==> src/rtl/vga_rect_fill_master.sv <==
// ---------------------------------------------------------------------------
// vga_rect_fill_master
//
// Avalon-MM write initiator that paints a filled, screen-clipped rectangle by
// issuing one plot write per pixel to the vga_avalon pixel-plot responder
// (register address 0). The rectangle is walked in row-major order: x runs
// from x0 to the clipped right edge, then y steps down one row.
//
// Handshake: a write is offered by holding master_write=1 with a stable
// master_address/master_writedata. It is accepted on a rising clock edge
// where master_write=1 and master_waitrequest=0. While master_waitrequest=1
// nothing on the request side changes.
//
// Ports
//   clk                 system clock, rising edge
//   reset               asynchronous, active-high reset
//   start               one-cycle request, sampled only while idle
//   x0, y0              top-left corner (inclusive)
//   x1, y1              bottom-right corner (inclusive, clipped to screen)
//   colour              3-bit colour used for every pixel of the fill
//   busy                high while the block is issuing writes
//   done                one-cycle completion pulse
//   master_address      always 4'd0 (plot register)
//   master_write        Avalon write request
//   master_writedata    {13'b0, colour, 1'b0, y[6:0], x[7:0]}
//   master_waitrequest  responder stall
//   dbg_state           current FSM state (0 idle, 1 write, 2 done)
// ---------------------------------------------------------------------------
module vga_rect_fill_master #(
    parameter int SCREEN_W = 160,
    parameter int SCREEN_H = 120
) (
    input  logic        clk,
    input  logic        reset,
    input  logic        start,
    input  logic [7:0]  x0,
    input  logic [6:0]  y0,
    input  logic [7:0]  x1,
    input  logic [6:0]  y1,
    input  logic [2:0]  colour,
    output logic        busy,
    output logic        done,
    output logic [3:0]  master_address,
    output logic        master_write,
    output logic [31:0] master_writedata,
    input  logic        master_waitrequest,
    output logic [1:0]  dbg_state
);

    // Last visible column / row, sized to the coordinate ports.
    localparam logic [7:0] X_MAX = 8'(SCREEN_W - 1);
    localparam logic [6:0] Y_MAX = 7'(SCREEN_H - 1);

    typedef enum logic [1:0] {
        S_IDLE  = 2'd0,
        S_WRITE = 2'd1,
        S_DONE  = 2'd2
    } state_t;

    state_t      state_q, state_d;

    // Latched request.
    logic [7:0]  x0_q,     x0_d;
    logic [6:0]  y0_q,     y0_d;
    logic [7:0]  ex1_q,    ex1_d;      // clipped right edge
    logic [6:0]  ey1_q,    ey1_d;      // clipped bottom edge
    logic [2:0]  colour_q, colour_d;

    // Walk position; these also form the write payload.
    logic [7:0]  cur_x_q,  cur_x_d;
    logic [6:0]  cur_y_q,  cur_y_d;

    // Registered handshake/status outputs.
    logic        write_q,  write_d;
    logic        busy_q,   busy_d;
    logic        done_q,   done_d;

    // Clipped corners of the incoming request.
    logic [7:0]  clip_x1;
    logic [6:0]  clip_y1;
    logic        req_empty;
    logic        accept;

    always_comb begin
        clip_x1   = (x1 > X_MAX) ? X_MAX : x1;
        clip_y1   = (y1 > Y_MAX) ? Y_MAX : y1;
        // Inverted corners, or a left/top edge already past the screen,
        // leave nothing to draw.
        req_empty = (x0 > clip_x1) || (y0 > clip_y1);
    end

    // write_q is high exactly in S_WRITE, so acceptance reduces to the
    // responder not stalling.
    assign accept = write_q & ~master_waitrequest;

    always_comb begin
        state_d  = state_q;
        x0_d     = x0_q;
        y0_d     = y0_q;
        ex1_d    = ex1_q;
        ey1_d    = ey1_q;
        colour_d = colour_q;
        cur_x_d  = cur_x_q;
        cur_y_d  = cur_y_q;

        case (state_q)
            S_IDLE: begin
                if (start) begin
                    x0_d     = x0;
                    y0_d     = y0;
                    ex1_d    = clip_x1;
                    ey1_d    = clip_y1;
                    colour_d = colour;
                    cur_x_d  = x0;
                    cur_y_d  = y0;
                    state_d  = req_empty ? S_DONE : S_WRITE;
                end
            end

            S_WRITE: begin
                if (accept) begin
                    if (cur_x_q < ex1_q) begin
                        cur_x_d = cur_x_q + 8'd1;
                    end else if (cur_y_q < ey1_q) begin
                        cur_x_d = x0_q;
                        cur_y_d = cur_y_q + 7'd1;
                    end else begin
                        state_d = S_DONE;
                    end
                end
            end

            S_DONE: begin
                state_d = S_IDLE;
            end

            default: begin
                state_d = S_IDLE;
            end
        endcase

        // Outputs are decoded from the next state so they come straight
        // out of flops in the cycle the state is entered.
        write_d = (state_d == S_WRITE);
        busy_d  = (state_d == S_WRITE);
        done_d  = (state_d == S_DONE);
    end

    always_ff @(posedge clk or posedge reset) begin
        if (reset) begin
            state_q  <= S_IDLE;
            x0_q     <= 8'd0;
            y0_q     <= 7'd0;
            ex1_q    <= 8'd0;
            ey1_q    <= 7'd0;
            colour_q <= 3'd0;
            cur_x_q  <= 8'd0;
            cur_y_q  <= 7'd0;
            write_q  <= 1'b0;
            busy_q   <= 1'b0;
            done_q   <= 1'b0;
        end else begin
            state_q  <= state_d;
            x0_q     <= x0_d;
            y0_q     <= y0_d;
            ex1_q    <= ex1_d;
            ey1_q    <= ey1_d;
            colour_q <= colour_d;
            cur_x_q  <= cur_x_d;
            cur_y_q  <= cur_y_d;
            write_q  <= write_d;
            busy_q   <= busy_d;
            done_q   <= done_d;
        end
    end

    assign master_address   = 4'd0;
    assign master_write     = write_q;
    assign master_writedata = {13'b0, colour_q, 1'b0, cur_y_q, cur_x_q};
    assign busy             = busy_q;
    assign done             = done_q;
    assign dbg_state        = state_q;

endmodule

==> config.mk <==
export PLATFORM = sky130hd
export DESIGN_NAME = vga_rect_fill_master
export DESIGN_NICKNAME = d
export VERILOG_FILES = /design/src/rtl/vga_rect_fill_master.sv
export SDC_FILE = /design/constraint.sdc
export NUM_CORES = 1
export LEC_CHECK = 0
export BUFFER_PORTS_ARGS = -buffer_cell sky130_fd_sc_hd__buf_2
export CORE_MARGIN = 4
export CORE_UTILIZATION = 49
export CTS_BUF_LIST = sky130_fd_sc_hd__clkbuf_16
export DETAILED_ROUTE_END_ITERATION = 10
export GPL_TIMING_DRIVEN = 0
export HOLD_SLACK_MARGIN = 0.05
export PLACE_DENSITY = 0.77
export SYNTH_ARGS = -nofsm -noshare
export SYNTH_HDL_FRONTEND = slang
export SYNTH_SLANG_ARGS = --single-unit
==> constraint.sdc <==
create_clock -name clk -period 2.4 [get_ports clk]
set_clock_uncertainty 0.1 [all_clocks]
set_input_delay 0.6 -clock clk [delete_from_list [all_inputs] [get_ports clk]]
set_output_delay 0.6 -clock clk [all_outputs]
set_load 0.03 [all_outputs]
After elaboration in Yosys (flattened, before gate mapping)
Index checks and enable logic that the tools add are counted.
W data, S select, Z words.
{"block": "word_totals", "ff_bits": 45, "out_inout_bits": 41, "wordCells": 51}
{"block": "op_classes", "addsub": 2, "magnitude_cmp": 6, "n_eq_ne": 8, "muxes": 18, "n_bitwise": 2, "reduce_logical": 6}
{"cell": "$mux W8", "count": 5}
{"cell": "$mux W7", "count": 5}
{"cell": "$pmux W8 S2", "count": 1}
{"cell": "$pmux W7 S2", "count": 1}
{"cell": "$mux W2", "count": 5}
{"cell": "$add A8 B1 Y8 const B", "count": 1}
{"cell": "$gt A8 B8 Y1", "count": 1}
{"cell": "$gt A8 B8 Y1 const B", "count": 1}
{"cell": "$lt A8 B8 Y1", "count": 1}
{"cell": "$ne A2 B2 Y1 const B", "count": 4}
{"cell": "$add A7 B1 Y7 const B", "count": 1}
{"cell": "$gt A7 B7 Y1", "count": 1}
{"cell": "$gt A7 B7 Y1 const B", "count": 1}
{"cell": "$lt A7 B7 Y1", "count": 1}
{"cell": "$reduce_and A5 Y1", "count": 1}
{"cell": "$eq A2 B1 Y1 const B", "count": 2}
{"cell": "$pmux W2 S2", "count": 1}
{"cell": "$reduce_and A4 Y1", "count": 1}
{"cell": "$ne A3 B3 Y1 const B", "count": 1}
{"cell": "$eq A2 B2 Y1 const B", "count": 1}
{"cell": "$logic_not A2 Y1", "count": 1}
{"cell": "$reduce_and A2 Y1", "count": 1}
{"cell": "$reduce_bool A2 Y1", "count": 1}
{"cell": "$and A1 B1 Y1", "count": 1}
{"cell": "2 further kinds", "count": 2}

Depth between registers and ports, before layout
Gate-level depths: netlist of the first run.
{"block": "logic_depth", "ltp_word": 8, "ltp_mapped": 10, "depth_no_buf": 10}

Worst setup path after synthesis of the first run
Ideal clock, no wire load.
{"block": "synth_path", "kind": "register to register", "from": "reg cur_x_q[4]", "to": "reg cur_y_q[1]", "setup_ps": 125, "arrival_time_ps": 2300, "required_ps": 2175, "slack_ps": -125, "path_stages_with_launch": 9, "path_buffers": 1, "synth_period_minus_slack_ps": 2525, "path_cell_list": "dfrtp_1 > ha_1 > a21o_1 > a2111oi_4 > o21ai_2 > and4_4 > buf_6 > nor2_1 > mux2_2"}
{"block": "synth_via", "elab_chain_len": 3}
{"element": "start: declaration", "line_no": "70", "source": "logic [7:0] cur_x_q, cur_x_d;"}
{"element": "start signal: assignment", "line_no": "169", "source": "cur_x_q <= cur_x_d;"}
{"element": "$lt A8 B8 Y1", "line_no": "122", "source": "if (cur_x_q < ex1_q) begin"}
{"element": "$ne A2 B2 Y1 (no line)"}
{"element": "$reduce_and A5 Y1 (no line)"}
{"element": "end signal: assignment", "line_no": "170", "source": "cur_y_q <= cur_y_d;"}
{"element": "end: declaration", "line_no": "71", "source": "logic [6:0] cur_y_q, cur_y_d;"}
No other way between the ends.
A chain may end at the register's enable or synchronous reset.

Final worst setup path of the first run
{"block": "layout_path", "from": "in y1[5]", "to": "reg state_q[1], in the netlist dbg_state[1]"}
{"block": "layout_via", "elab_chain_len": 7}
{"element": "start: declaration", "line_no": "39", "source": "input logic [6:0] y1,"}
{"element": "$gt A7 B7 Y1", "line_no": "86", "source": "clip_y1 = (y1 > Y_MAX) ? Y_MAX : y1;"}
{"element": "$mux W7 (*)", "line_no": "86"}
{"element": "$gt A7 B7 Y1 (*)", "line_no": "89", "source": "req_empty = (x0 > clip_x1) || (y0 > clip_y1);"}
{"element": "$logic_or A1 B1 Y1 (*)", "line_no": "89"}
{"element": "$mux W2 (*)", "line_no": "116", "source": "state_d = req_empty ? S_DONE : S_WRITE;"}
{"element": "$mux W2 (*)", "line_no": "108", "source": "if (start) begin"}
{"element": "$pmux W2 S2 (*)", "line_no": "106", "source": "case (state_q)"}
{"element": "named net state_d[1]", "line_no": "60", "source": "state_t state_q, state_d;"}
{"element": "end signal: assignment", "line_no": "163", "source": "state_q <= state_d;"}
{"element": "end: declaration", "line_no": "60"}
The timed path passes the listed nets; every way through them passes the cells marked *.

==> impl.org, run 1 <==
** Floorplanning
- Die W :: 87.5 um
- Area of the die :: 0.00765 sq mm
- The region available for standard cell placement spans 0.00603 sq mm.
- Height of the die :: roughly 87 um
- Row Count :: 28
- Ports placed on the boundary :: 78
- Starting density of the core :: about half

** Setup path
- STA puts the critical path data required time at between 2 and 2.5 ns.
- The worst setup path is captured at a flip-flop.
- Crit start category :: input port
- Of all nets on the critical path, the largest fanout is 4.
- Worst setup path category :: input port to flip-flop
- Endpoint arrival time on the critical path :: between 2 and 3 ns

** Routing
- Number of remaining DRC errors :: 0
- Routed WL :: about 8400 um
- Highest layer used for signal routing :: met4
- After detailed routing, the met3 layer carries ~580 um of wire.
- Via count :: 2921
- Met1 routed wirelength after detailed routing :: approximately 3600 um
- Detail-routed via count per cell :: about 5.5
- DRC violation total after the first TritonRoute iteration :: around 270
- Before antenna repair, the detailed router went through 5 iterations.
- Number of antenna-violating nets in the routed design :: 0
- Dividing the detail-routed wire length by the instance count gives 15.7 um.
- Met2 routed WL :: around 4000 um

** Global route
- The number of global-route vias before repair is approximately 2800.
- Number of antenna violations at the first check in global routing :: 0
- GRT Overall Usage :: 22.7%
- Entering global routing, the biggest net connects 40 pins.
- The first global-routing pass estimated between 10000 and 15000 um of wire.
- For this run the aggregate overflow at the end of global routing stands at 0.

** Clock network
- Cell chosen for the clock root :: clkbuf_16
- Number of CTS-inserted buffers :: 5
- Clock-pin slew was measured on the worst setup and hold paths at ~0.06 ns.
- Clock insertion delay at the later pin of the skew report :: roughly 0.29 ns
- The tree built by TritonCTS fans out to between 40 and 50 sinks.
- CTS H-tree lvls :: 2
- The clock passes through at most 2 buffers.
- Clock tree from TritonCTS :: done

** Outcome
- Violated checks :: setup timing
- The flow ran to the end, but the final reports show violations.

** Yosys
- Number of synthesis warnings :: 0
- The share of synthesized area in the top cell type comes to between 30% and 40%.
- Yosys cell types :: 49
- Sequential cells were found to cover between 30% and 40% of the synthesized design area.
- By count the netlist is led by nand2_1 (72), dfrtp_1 (45), ha_1 (29).
- Mapped Avg Cell Area :: roughly 8.5 sq um
- Number of instances in the synthesized netlist :: 364
- Of all flip-flops after synthesis, the portion carrying an async set or reset was 100%.
- The synthesized design contains 0 enable-type register cells.
- In this run the cell area of the synthesized design comes to between 0.003 and 0.004 sq mm.
- The largest total area in the synthesized netlist belongs to dfrtp_1.
- Top-count cell post-synth :: nand2_1
- Register bit count reported by yosys :: 45
- Most instantiated flip-flop cell in the synthesis netlist :: dfrtp_1
- Sorting the synthesized cells by area gives the leading types as dfrtp_1 (36%), ha_1 (12%), nand2_1 (8.7%).

** Timing
- Crit path time final :: between 2 and 2.5 ns
- For the pin with the worst max-slew slack, the measured transition is 0.875 ns.
- In this run the tightest slew margin relative to its limit is 41.5%.
- Static timing analysis puts the maximum clock frequency at between 400 and 500 MHz.
- Number of pins with negative max-slew slack in the final report :: 0
- Min setup slack post-route :: -0.0465 ns
- Across all hold checks on the routed design, the worst slack comes to a little over 0.1 ns.
- Unrepaired setup endpoints after global routing :: yes
- Of the available clock period, the critical path in the final layout requires 102%.
- The final number of hold-violating endpoints was 0.
- Final sum of negative setup slack :: -0.0825 ns
- Setup violation total in the final timing report :: 2

** Place
- After detailed placement, the total cell area comes to ~0.0036 sq mm.
- Worst Setup Slack post-DPL :: -0.383 ns
- During placement, the flow inserted port buffers numbering between 50 and 60.
- Detailed Place HPWL :: between 6000 and 7000 um
- Routability-driven placement finished with a final weighted congestion of approximately 0.86.

** Layout
- Cells fill 65.7% of the core in the end.
- The filler cells instantiated in the layout total about 520.
- 0 antenna diodes ended up in the layout.
- Summing all non-filler instances in the final layout gives an area of just under 0.004 sq mm.
- In the final layout, the share of cells above drive strength 1 is 29.0%.
- At the end of the flow, the number of nets in the layout was ~520.
- Synthesis-to-layout area growth :: 27.9%

** Power
- Summed over all cells, the static leakage comes to ~0.002 uW.
- The worst-case IR drop observed on VDD is 0.000654 V.
- Total power density per cell area :: around 1400 mW/mm^2

** Job
- Max-capacitance violation count :: 0

** Hold path
- Min-Delay Path Class :: input port to asynchronous set/reset pin
-- worst paths after layout --
check	from	end	slack, ns	cells past startpoint
worst max-delay path	y1[5]	dbg_state[1]$_DFF_PP0_	-0.05	9
worst min-delay path	reset	ey1_q[2]$_DFFE_PP0P_	0.10	2
worst max register to register	cur_y_q[2]$_DFFE_PP0P_	cur_x_q[1]$_DFFE_PP0P_	0.09	6
worst min register to register	colour_q[1]$_DFFE_PP0P_	colour_q[1]$_DFFE_PP0P_	0.37	2
max in group asynchronous	reset	cur_x_q[5]$_DFFE_PP0P_	1.63	3
min in group clk	colour_q[1]$_DFFE_PP0P_	colour_q[1]$_DFFE_PP0P_	0.37	2
-- cells by family after synthesis --
kind of cell	count (synthesis)	synth area share, %
and+or+nand+nor	142	20.5
AOI/OAI and AO/OA	78	17.9
buffers and inverters	57	9.54
DFF	45	36.4
adders and majority gates	30	12.1
xor gates and xnor gates	7	1.98
muxes	4	1.46
other	1	0.121
-- power by group --
part,internal [uW],total (uW),leakage [uW],switching [uW]
combinational,1220,3160,0.00136,1940
clock,383,691,0.0000696,309
sequential,1130,1510,0.000540,373
-- state kept, by name (all words and copies together), names as in the netlist --
signal,count
dbg_state,2
ey1_q,7
cur_y_q,7
ex1_q,8
done,1
colour_q,3
cur_x_q,8
x0_q,8
busy,1
-- metrics by stage --
step	cells	total power [uW]
3_3_place_gp	515	4230
5_1_grt	533	5770
2_1_floorplan	381	3570
3_5_place_dp	516	4330
6_report	533	5350
4_1_cts	528	5130
-- per-layer routing --
layer  vias to the layer above  GRT usage, %
met3                        20          4.26
met4                         0          8.37
met5                         -             0
met2                       124          36.6
li1                       1409             -
met1                      1368          30.2
-- cells in the final DEF, fill, tap and decap left out, types with 3 or more instances in the layout --
cell type and n:
nor2b_1 5, clkbuf_1 10, buf_6 4, dfrtp_1 41, conb_1 18, ha_4 3
inv_1 23, a31oi_1 6, a21oi_1 11, o211ai_1 6, xor2_1 5, nand2_1 72
clkbuf_16 5, mux2_2 3, o22ai_1 3, nor2_1 22, ha_1 26, buf_2 56
nand3_1 14, o21ai_0 21, and3_1 4, a21o_1 6, nand2b_1 5, a22o_1 3
dfrtp_2 4, buf_4 29, nor2_4 3, nor3_1 5
-- layout make-up --
class	count	area (sq um)	share of cell area [%]
sequential	45	1130	28.6
multi-input combinational	279	1880	47.5
buffer	31	196	4.96
clock buffer	5	125	3.16
clock inverter	3	17.5	0.443
tap	75	93.8	2.37
inverter	25	93.8	2.37
timing repair buffer	70	419	10.6
-- worst max-delay path: stages --
cell and delay (ns):
buf_8 0.10, and4_4 0.21, nor2_4 0.14, ha_4 0.22, a21o_1 0.15, maj3_2 0.33
a221oi_4 0.35, o32ai_4 0.18, a22o_1 0.24
-- repair_timing --
action / in CTS / in global routing
gates cloned: 0 / 0
setup buffers: 4 / 6
pin swaps: 9 / 14
hold buffers: 0 / 0
gates resized for setup: 16 / 17
setup endpoints to repair: 16 / 14
(Power assumes the default switching activity.)
==> run 2: changes to the inputs <==
==> constraint.sdc (replaced) <==
create_clock -name clk -period 2.4 [get_ports clk]
set_clock_uncertainty 0.1 [all_clocks]
set_input_delay 0.48 -clock clk [delete_from_list [all_inputs] [get_ports clk]]
set_output_delay 0.48 -clock clk [all_outputs]
set_load 0.03 [all_outputs]
==> run 2 against run 1 <==
Net effect: the flow now finishes without violations; critical path depth stayed put; final cell count is 0.19% lower; first-iteration DRC count is 26% lower; die area stayed put; global-route usage is 0.82 points lower; total power is 0.86% lower; routed wire length is 4.1% lower; clock-buffer cell count stayed put; sequential power hardly changed; worst setup slack better by 0.095 ns; via count is 0.68% lower; sequential cell count stayed put; critical endpoint is now done$_DFF_PP0_.
==> impl.org, run 2 (synthesis results as in run 1) <==
** Outcome
- The flow ran to the end, and the final reports show no timing, DRC or antenna violations.

** Setup path
- Cell with the biggest individual delay on the critical path :: a221oi_4
- Traced cell by cell, the critical path runs through buf_8 -> and4_4 -> nor2_4 -> ha_4 -> a21o_1 -> maj3_2 -> a221oi_4 -> o32ai_4 -> a22o_1.
- WP data required :: between 2 and 2.5 ns
- Endpoint arrival time on the critical path :: roughly 2.4 ns
- Of all nets on the critical path, the largest fanout is 4.
- In this design, the stage delay of the slowest critical-path cell is 0.35 ns.
- Worst setup path category :: input port to flip-flop
- For flop-to-flop paths, the worst setup slack is ~0.090 ns.
- The worst setup path is launched from an input port.
- STA classifies the critical path endpoint as a flip-flop.

** Layout
- In the final layout, the share of cells above drive strength 1 is between 20% and 30%.
- Leaving out fill and tap cells, the most frequent cell in the layout is nand2_1.
- After the last flow step, the layout net total stands at about 520.
- Filler-free cell count of the finished design :: between 500 and 600
- Leaving out fill and tap cells, the most frequent cells in the layout are nand2_1 (72), buf_2 (57), dfrtp_1 (42), ha_1 (27), buf_4 (27).
- Relative to the synthesized area, the layout overhead comes to 26.8%.
- Largest registers :: cur_x_q: 8 flops, ex1_q: 8 flops, x0_q: 8 flops
- End-of-flow core utilization :: between 60% and 70%
- 0 antenna diodes ended up in the layout.

** Power
- In this run the static leakage power is 0.00196 uW.
- Total power density per cell area :: between 1000 and 1500 mW/mm^2
- IR analysis of the VDD net gives a maximum drop of around 0.0006 V.

** Global route
- Summed over all layers, the global routing overflow is 0.
- The number of antenna violations at the first check in global routing is 0.
- The first global-routing pass estimated between 10000 and 15000 um of wire.
- After global routing, the most crowded layer is met2.
- Met2 Track Usage GR :: between 30% and 40%
- GRT met3 Usage :: 3.60%
- Pin count of the biggest net entering global routing :: 37
- Global routing used 21.9% of the available tracks.
- The number of global-route vias before repair came to between 2000 and 3000.
- Global routing met1 resource utilization :: 30.6%

** Floorplanning
- Area of the die :: around 0.0077 sq mm
- Once the floorplan was initialized, standard cells occupied approximately half of the core.
- From bottom edge to top edge, the die measures 87.5 um.
- Row Count :: 28
- In this run the count of I/O pins placed on the die edge is between 70 and 80.
- Floorplan core area :: 0.00603 sq mm
- Die W :: ~87 um

** Timing
- Setup violations remaining at the end of the flow were counted as 0.
- Slew at the pin closest to its max-slew limit :: roughly 0.91 ns
- Fmax :: 425 MHz
- Number of pins with negative max-slew slack in the final report :: 0
- Setup repair after global routing could not meet its margin everywhere.
- The worst path uses 98.0% of the clock period.
- The final number of hold-violating endpoints is 0.
- Slew Limit Headroom :: 39.3%
- The smallest clock period supported by the final layout is computed as between 2 and 2.5 ns.

** Clock network
- Bufs on Longest Clock Path :: 2
- The H-tree generated during clock tree synthesis spans 2 levels.
- Clock-pin slew on the worst setup and hold paths :: ~0.07 ns
- Clock latency on the worst-skew pair, taken at its later pin, is 0.29 ns.
- Clock tree synthesis inserted a total of 5 buffers.
- The tree built by TritonCTS fans out to 45 sinks.
- Clock tree from TritonCTS :: done
- Cell chosen for the clock root :: clkbuf_16

** Routing
- The routed design has about 8000 um of wire.
- Number of remaining DRC errors :: 0
- For this block, the via count after detailed routing is 2901.
- Dividing the detail-routed wire length by the instance count gives between 15 and 20 um.
- The first routing iteration left slightly below 200 violations.
- Once detail routing completed, the nets flagged for antenna violations numbered 0.
- The first detailed-routing pass took 5 iterations.
- Dividing the detail-routed via count by the number of cells gives 5.45.

** Hold path
- Min-Delay Path Class :: input port to flip-flop

** Job
- Across the run, the number of max-cap violations was 0.

** Place
- The number of placed instances, taps included, is 516.
- The congestion estimate from routability-driven global placement came to approximately 0.86.
- Count of port buffers added during placement :: a little under 60
- Detailed Place HPWL :: 6190 um
==> run 2: what timing repair did <==
action | 4_1_cts | 5_1_grt
pin swaps | 3 | 13
endpoints found under the hold margin | 9 | 0
resized for setup | 9 | 21
endpoints found under the setup margin | 17 | 14
buffers inserted | 1 | 7
hold buffers | 1 | 0
==> run 2: stage by stage <==
stage               instance area, sq um  hold WS [ns]  setup TNS, ns  power, uW  setup WS, ns
floorplan                           3170         0.346              0       3560       0.00818
global placement                    3560         0.355          -1.85       4220        -0.466
detailed placement                  3580         0.323          -2.79       4330        -0.432
CTS                                 3790         0.273              0       5120       0.00461
global route                        3920         0.292        -0.0313       5750       -0.0313
finish                              3920         0.277              0       5310        0.0482
==> run 2: worst paths after layout <==
kind / startpoint / end / depth (start not counted)
worst max register to register: cur_y_q[2]$_DFFE_PP0P_ / cur_y_q[1]$_DFFE_PP0P_ / 7
worst max-delay path: y1[6] / done$_DFF_PP0_ / 9
min in group asynchronous: reset / x0_q[7]$_DFFE_PP0P_ / 3
worst min register to register: colour_q[2]$_DFFE_PP0P_ / colour_q[2]$_DFFE_PP0P_ / 2
max in group asynchronous: reset / cur_y_q[2]$_DFFE_PP0P_ / 4
worst min-delay path: colour[2] / colour_q[2]$_DFFE_PP0P_ / 3
==> run 2: layer usage <==
layer  part of all wire (%)  wire (um)
met5                      0          0
met4                    1.4        110
met3                    7.1        573
met2                     48       3850
met1                     44       3510
==> run 2: layout make-up <==
type,instances,area [sq um]
Inverter,25,93.8
Multi-Input combinational cell,279,1850
Clock buffer,5,125
Timing Repair Buffer,69,408
Buffer,31,196
Fill cell,512,2100
Sequential cell,45,1130
Tap cell,75,93.8
Clock inverter,3,25.0
==> run 2: where the power goes <==
part | leakage [uW] | internal, uW | switching [uW]
Clock | 0.0000708 | 393 | 309
Sequential | 0.000541 | 1130 | 363
Combinational | 0.00135 | 1190 | 1920
==> run 2: worst max-delay path, delay by kind of cell <==
family / cells / cell delay (ns)
AO/OA/AOI/OAI: 4 / 0.96
adder cells (fa/ha/maj): 2 / 0.54
AND/OR/NAND/NOR: 2 / 0.34
buffers and inverters: 1 / 0.10
